==> config.mk <==
export PLATFORM = sky130hd
export DESIGN_NAME = uart_tx_feeder
export DESIGN_NICKNAME = d
export VERILOG_FILES = /design/src/rtl/uart_pkg.sv /design/src/rtl/sync_fifo.sv /design/src/rtl/uart_tx_feeder.sv
export SDC_FILE = /design/constraint.sdc
export NUM_CORES = 1
export LEC_CHECK = 0
export ABC_AREA = 1
export CAP_MARGIN = 20
export CORE_ASPECT_RATIO = 1.2
export CORE_UTILIZATION = 40
export DETAILED_ROUTE_END_ITERATION = 8
export HOLD_SLACK_MARGIN = 0.02
export PLACE_DENSITY_LB_ADDON = 0.12
export SYNTH_ARGS = -nofsm -noshare
export SYNTH_HDL_FRONTEND = slang
export SYNTH_SLANG_ARGS = --single-unit
==> constraint.sdc <==
create_clock -name clock -period 2.4 [get_ports clock]
set_clock_uncertainty 0.1 [all_clocks]
set_input_delay 0.48 -clock clock [delete_from_list [all_inputs] [get_ports clock]]
set_output_delay 0.48 -clock clock [all_outputs]
set_load 0.02 [all_outputs]
==> src/rtl/uart_pkg.sv <==
// uart_pkg: shared UART constants, load FSM encoding and clog2 helper.
package uart_pkg;
  localparam int MIDI_BAUD = 31_250;
  localparam int SYS_CLK_HZ = 50_000_000;
  typedef enum logic [1:0] {IDLE = 2'd0, LOAD = 2'd1, ACK = 2'd2} state_e;
  function automatic int clog2(input int v);
    int r;
    r = 0;
    while ((1 << r) < v) r++;
    return r;
  endfunction
endpackage

==> src/rtl/sync_fifo.sv <==
// sync_fifo: pointer-based FIFO; level and empty lag the pointers by one cycle, full does not.
module sync_fifo import uart_pkg::*; #(
  parameter int WIDTH = 8,
  parameter int DEPTH = 16
) (
  input  logic                      clock,
  input  logic                      reset,
  input  logic                      push,
  input  logic                      pop,
  input  logic [WIDTH-1:0]          din,
  output logic                      full,
  output logic                      empty,
  output logic [clog2(DEPTH):0]     level,
  output logic [WIDTH-1:0]          dout
);
  localparam int AW = clog2(DEPTH);
  logic [AW:0] wr_q, wr_d, rd_q, rd_d, level_q, level_d;
  logic empty_q, empty_d, do_push, do_pop;
  logic [WIDTH-1:0] mem_q [DEPTH];
  always_comb begin
    full = (wr_q[AW] != rd_q[AW]) && (wr_q[AW-1:0] == rd_q[AW-1:0]);
    do_push = push && !full;
    do_pop = pop && (wr_q != rd_q);
    wr_d = do_push ? wr_q + (AW+1)'(1) : wr_q;
    rd_d = do_pop ? rd_q + (AW+1)'(1) : rd_q;
    level_d = wr_q - rd_q;
    empty_d = wr_q == rd_q;
    empty = empty_q;
    level = level_q;
    dout = mem_q[rd_q[AW-1:0]];
  end
  always_ff @(posedge clock) begin
    if (reset) begin
      wr_q <= '0;
      rd_q <= '0;
      level_q <= '0;
      empty_q <= 1'b1;
    end else begin
      wr_q <= wr_d;
      rd_q <= rd_d;
      level_q <= level_d;
      empty_q <= empty_d;
    end
  end
  always_ff @(posedge clock) begin
    if (do_push) mem_q[wr_q[AW-1:0]] <= din;
  end
endmodule

==> src/rtl/uart_tx_feeder.sv <==
// uart_tx_feeder: queues bytes for the UART transmitter, issues load strobes and the baud shift strobe.
module uart_tx_feeder import uart_pkg::*; #(
  parameter int CLK_HZ = SYS_CLK_HZ,
  parameter int BAUD = MIDI_BAUD,
  parameter int DEPTH = 16
) (
  input  logic                  clock,
  input  logic                  reset,
  input  logic [7:0]            in_data,
  input  logic                  in_valid,
  output logic                  in_ready,
  output logic [clog2(DEPTH):0] level,
  input  logic                  tx_full,
  output logic [7:0]            tx_din,
  output logic                  tx_load,
  output logic                  tx_shift
);
  localparam int DIV = CLK_HZ / BAUD;
  localparam int CW = clog2(DIV);
  logic [CW-1:0] cnt_q, cnt_d;
  logic shift_q, shift_d, full, empty;
  logic [7:0] head, din_q, din_d;
  state_e state_q, state_d;
  sync_fifo #(.WIDTH(8), .DEPTH(DEPTH)) u_fifo (
    .clock(clock), .reset(reset), .push(in_valid && in_ready), .pop(tx_load),
    .din(in_data), .full(full), .empty(empty), .level(level), .dout(head)
  );
  always_comb begin
    cnt_d = (cnt_q == CW'(DIV - 1)) ? '0 : cnt_q + CW'(1);
    shift_d = cnt_q == CW'(DIV - 1);
    // ACK is a fixed dead cycle: the transmitter raises tx_full one clock after a load
    state_d = (state_q == IDLE) ? ((!empty && !tx_full) ? LOAD : IDLE) :
              (state_q == LOAD) ? ACK : IDLE;
    din_d = (state_d == LOAD) ? head : din_q;
    in_ready = !full;
    tx_load = state_q == LOAD;
    tx_din = din_q;
    tx_shift = shift_q;
  end
  always_ff @(posedge clock) begin
    if (reset) begin
      cnt_q <= '0;
      shift_q <= 1'b0;
      state_q <= IDLE;
      din_q <= 8'h00;
    end else begin
      cnt_q <= cnt_d;
      shift_q <= shift_d;
      state_q <= state_d;
      din_q <= din_d;
    end
  end
endmodule

* After elaboration in Yosys (flattened, before gate mapping)
Memory sizes are Yosys's and may differ from the RTL's. A register that Yosys moved wholly into a read port is not among the register bits. Cells that the tools add are included.
Word-level totals: flip-flop bits (word level) 30, latch bits 0, memory bits (writable) 128, ROM bits 0, input port bits 12, output and inout bits 16, memories kept 1
Memories:
- u_fifo.mem_q | depth 16, bits a word 8, read ports 1, clocked after Yosys merged registers in 1, wr ports 1, line sync_fifo.sv:19 | logic [WIDTH-1:0] mem_q [DEPTH];
Cells by class: add/subtract/negate cells 4, $mul 0, div/mod/pow operators 0, order comparisons 0, eq/ne operators 7, shift operators 0, mux-type cells 5, bitwise logic cells 0, reduce and logical (&&, ||, !) cells 10
Operator list (count):
- 11-bit by 1-bit adder with 11-bit output (second input constant) | 1
- 11-bit == test (second input constant) | 1
- 5-bit by 1-bit adder with 5-bit output (second input constant) | 2
- 5-bit == test | 1
- 1-bit logical AND | 5
- 5-bit != test | 1
- 5-bit subtractor | 1
- 2-bit by 1-bit == test with 1-bit output (second input constant) | 2
- 4-bit == test | 1
- 2-bit 2-to-1 mux | 2
- 1-bit zero test | 3
- 1-bit 2-to-1 mux | 3
- 2-bit zero test | 1
- 2-bit OR reduction | 1
- 1-bit != test | 1

* Longest topological paths before layout
depth after elaboration 7, depth in mapped cells 11, depth with buffers taken out 9

* Modules after synthesis
From an unflattened synthesis, not the netlist that was laid out.
Unflattened totals: cell total of the unflattened synthesis 806, area total of the unflattened synthesis 7582.3 um^2
Modules (own cells, without submodules):
- sync_fifo | times used 1, cells an instance 674, area an instance 6630.1 um^2, sequential area each 4244.1 um^2
- uart_tx_feeder | times used 1, cells an instance 132, area an instance 952.2 um^2, sequential area each 440.4 um^2

* Worst setup path after synthesis
Ideal clock, no wire load.
path type register -> register, start point register u_fifo.rd_q[1], end point memory u_fifo.mem_q[7][0] (enable), setup time 383 ps, arrival 2168 ps, setup slack -251 ps, stages on the path, launching flop included 10, path through dfxtp_1 -> buf_2 -> inv_1 -> buf_2 -> ha_1 -> nand2_1 -> nor3_1 -> nand2_1 -> nand2_2 -> nor3_1
Between the ends: longest elaborated chain between the ends 7
RTL lines:
- from (decl) | line sync_fifo.sv:17 | logic [AW:0] wr_q, wr_d, rd_q, rd_d, level_q, level_d;
- from (signal assigned) | line sync_fifo.sv:40 | rd_q <= rd_d;
- 4-bit == test * | line sync_fifo.sv:21 | full = (wr_q[AW] != rd_q[AW]) && (wr_q[AW-1:0] == rd_q[AW-1:0]);
- 1-bit logical AND * | line sync_fifo.sv:21
- 1-bit zero test * | line uart_tx_feeder.sv:35 | in_ready = !full;
- via in_ready | line uart_tx_feeder.sv:11 | output logic in_ready,
- 1-bit logical AND | line uart_tx_feeder.sv:25 | .clock(clock), .reset(reset), .push(in_valid && in_ready), .pop(tx_load),
- 1-bit logical AND * | line sync_fifo.sv:22 | do_push = push && !full;
- 1-bit 2-to-1 mux * | line sync_fifo.sv:46 | if (do_push) mem_q[wr_q[AW-1:0]] <= din;
- 1-bit 2-to-1 mux (not written as such) * | line sync_fifo.sv:46
- to (decl) | line sync_fifo.sv:19
Mark *: on every way through the listed nets, which the timed path passes. The rest lies on a longest branch.

* Final worst setup path
start point register u_fifo.wr_q[1], end point memory u_fifo.mem_q[10][7] (enable)
Between the ends: longest elaborated chain between the ends 7
RTL lines:
- from (decl) | line sync_fifo.sv:17
- from (signal assigned) | line sync_fifo.sv:39 | wr_q <= wr_d;
- 4-bit == test | line sync_fifo.sv:21
- 1-bit logical AND | line sync_fifo.sv:21
- 1-bit zero test | line sync_fifo.sv:22, uart_tx_feeder.sv:35
- 1-bit logical AND | line uart_tx_feeder.sv:25
- 1-bit logical AND | line sync_fifo.sv:22
- 1-bit 2-to-1 mux | line sync_fifo.sv:46
- 1-bit 2-to-1 mux (not written as such) | line sync_fifo.sv:46
Parallel ways exist; a longest one is shown, timed or not.

==> flow_summary_export.csv <==
group,metric,value,unit
global_route,grt_pass1_vias,4996,
synth,yosysSeqAreaShare,0.651,
sta,max_freq,442,MHz
die,die_h,148,µm
sta,setup_viol,0,
die,coreArea,0.0171,mm²
clock_network,cts_buffers,17,
die,die-area,0.0182,mm²
synth,yosysTopAreaCellShare,0.543,
sta,setup_tns,0,ps
power,worst_ir_drop_vdd,408,µV
global_route,grtUsageTotal,0.205,
place,place_congestion,0.837,
clock_network,root_buffer,"clkbuf_16",
global_route,antenna_found_initial,0,
place,placed_cell_area,0.00783,mm²
finish,final_cell_mix,"nand2_1 (190), edfxtp_1 (128), inv_1 (99), nand3_1 (94), dfxtp_1 (36)",
setup_path,cp_data_required_time,2400,ps
die,initial_utilization,0.414,
routing,drt-initial-drc-count,454,
finish,drive_gt1_frac,0.119,
finish,area_delta_synth_final,19.8,%
sta,period_needed,2260,ps
finish,finish.instance_area,0.00848,mm²
synth,yosysUniqueCellTypes,29,
routing,drt-pass1-iter-count,5,
synth,synth_area_leaders,"edfxtp_1 (54%), dfxtp_1 (11%), nand2_1 (10%)",
setup_path,worst-endpoint-arrival,2270,ps
global_route,grt-ovfl-total,0,
setup_path,path_common_cell,"nand2_2",
synth,yosys.area.top_type,"edfxtp_1",
clock_network,path_clk_slew,60,ps
setup_path,path_buf_inv,1,
sta,rsz0062_at_grt,"false",
clock_network,clock_path_buffers,2,
sta,maxSlewHeadroom,0.532,
finish,final_common_cell,"nand2_1",
sta,tightest_slew,698,ps
job,drv_cap,0,
setup_path,timing.critical_path.slowest_stage_cell,"dfxtp_1",
routing,routed_via_density,4.93,
setup_path,path_class,"reg -> reg",
synth,syn_avg_cell_area,9.90,µm²
die,ios,28,
clock_network,cts_tree,"done",
place,dp_cells,959,
power,p_leak,0.00339,µW
sta,hold_viol,0,
setup_path,max_stage_delay,440,ps
clock_network,cts-htree-levels,4,
synth,yosys_warnings,0,
synth,ys_seq_elements,166,
synth,postSynthCellCount,715,
finish,diodes,0,
min_path,hp-class,"reg -> reg",
global_route,grt_pass1_wl,27.0,mm
setup_path,startpoint_type,"register",
routing,drc,0,
routing,drt-total-wl,16.9,mm
finish,fin_nets,786,
place,io_buffers,27,
routing,postRouteAntennaNets,0,
power,cellPowerDensity,767,mW/mm²
finish,stdcell_count,992,
clock_network,clock-sinks,166,
run_status,outcome,"completed",
die,die_w,123,µm
synth,netlist_area,0.00708,mm²
clock_network,cts_hold_repair.buffers,0,
sta,slew_viol_final,0,
routing,routed-via-count,4895,
global_route,grt_max_degree,46,
setup_path,path_delay_family,"simple AND/OR/NAND/NOR gates",
die,num_rows,52,
setup_path,cp_max_fo,8,
clock_network,clk_latency,430,ps
routing,avgRoutedWirePerCell,17.0,µm
setup_path,path_cells,"ha_1 -> nand2_1 -> nor3_4 -> nand2_2 -> nand2_2 -> inv_4 -> nand2_2 -> nor2_4",
place,dpl.hpwl,11.2,mm
setup_path,critPathCaptureType,"register",
sta,post-route-period-util,0.943,
synth,syn_nets,738,
what timing repair did:
action / CTS / global route
resized for setup: 5 / 3
setup endpoints to repair: 1 / 6
pin swaps: 1 / 2
setup buffers: 1 / 0
sequential cells by signal, indices dropped and copies added, names as in the netlist, 2 cells and up:
signal,cells
u_fifo.rd_q,5
u_fifo.level,5
tx_din,8
u_fifo.wr_q,5
state_q,2
cnt_q,11
u_fifo.mem_q,128
where the power goes:
group          internal, µW  leakage, µW  switching, µW
registers              3150      0.00147           25.2
clock network          1750     0.000298           1140
logic                   153      0.00162            289
total                  5060      0.00339           1450
worst reg2reg max path, cell delays in order (launching register included):
cell,delay (ps)
dfxtp_1,440
ha_1,290
nand2_1,120
nor3_4,50
nand2_2,80
nand2_2,180
inv_4,170
nand2_2,220
nor2_4,310
metal layers:
layer	global-route usage	up-vias	routed length (µm)
li1	-	2434	-
met3	0.0394	26	712
met1	0.270	2314	7570
met5	0	-	0
met4	0.0711	0	382
met2	0.335	121	8240
metrics by stage:
stage,util,power (µW),hold slack [ps],worst slack [ps]
2_1_floorplan,-,3460,313,10.5
3_3_place_gp,0.458,3670,326,115
3_5_place_dp,0.458,3670,340,75.5
4_1_cts,0.495,6560,351,19.2
5_1_grt,0.495,6710,376,2.09
6_report,0.495,6500,346,136
worst paths after layout:
kind | start | to | slack [ps] | cells past startpoint
setup / recovery | u_fifo.wr_q[1]$_SDFFE_PP0P_ | u_fifo.mem_q[10][7]$_DFFE_PP_ | 140 | 8
hold / removal | state_q[1]$_SDFF_PP0_ | state_q[1]$_SDFF_PP0_ | 350 | 1
hold reg to reg | state_q[1]$_SDFF_PP0_ | state_q[1]$_SDFF_PP0_ | 350 | 1
setup reg to reg | u_fifo.wr_q[1]$_SDFFE_PP0P_ | u_fifo.mem_q[10][7]$_DFFE_PP_ | 140 | 8
kinds of logic (layout without fill, tap and decap cells):
family / count (synthesis) / in the layout / share of synthesized area
xor gates and xnor gates: 9 / 9 / 0.0111
and+or+nand+nor: 351 / 351 / 0.210
AOI/OAI and AO/OA: 47 / 47 / 0.0345
DFF: 166 / 166 / 0.651
adders and majority gates: 11 / 11 / 0.0205
buffers and inverters: 131 / 192 / 0.0735
synth_stat cells, drive strengths merged:
master / instances
dfxtp: 38
a21oi: 28
a211oi: 1
o21bai: 2
xor2: 6
clkbuf: 9
a31oi: 1
ha: 10
inv: 103
fa: 1
o21ai: 15
or2: 2
nand3: 94
nor2: 47
xnor2: 3
nand2: 195
nand4: 1
nor4: 1
edfxtp: 128
nor3: 11
buf: 18
clkinv: 1
layout make-up:
type / count / area [µm²]
clock buffers: 18 / 429
clock inverters: 14 / 200
fillers: 1516 / 8640
inverters: 104 / 393
multi-input cells: 418 / 2080
flip-flops and latches: 166 / 4610
well taps: 216 / 270
repair buffers: 56 / 495
Power figures use the tool's default switching activity.
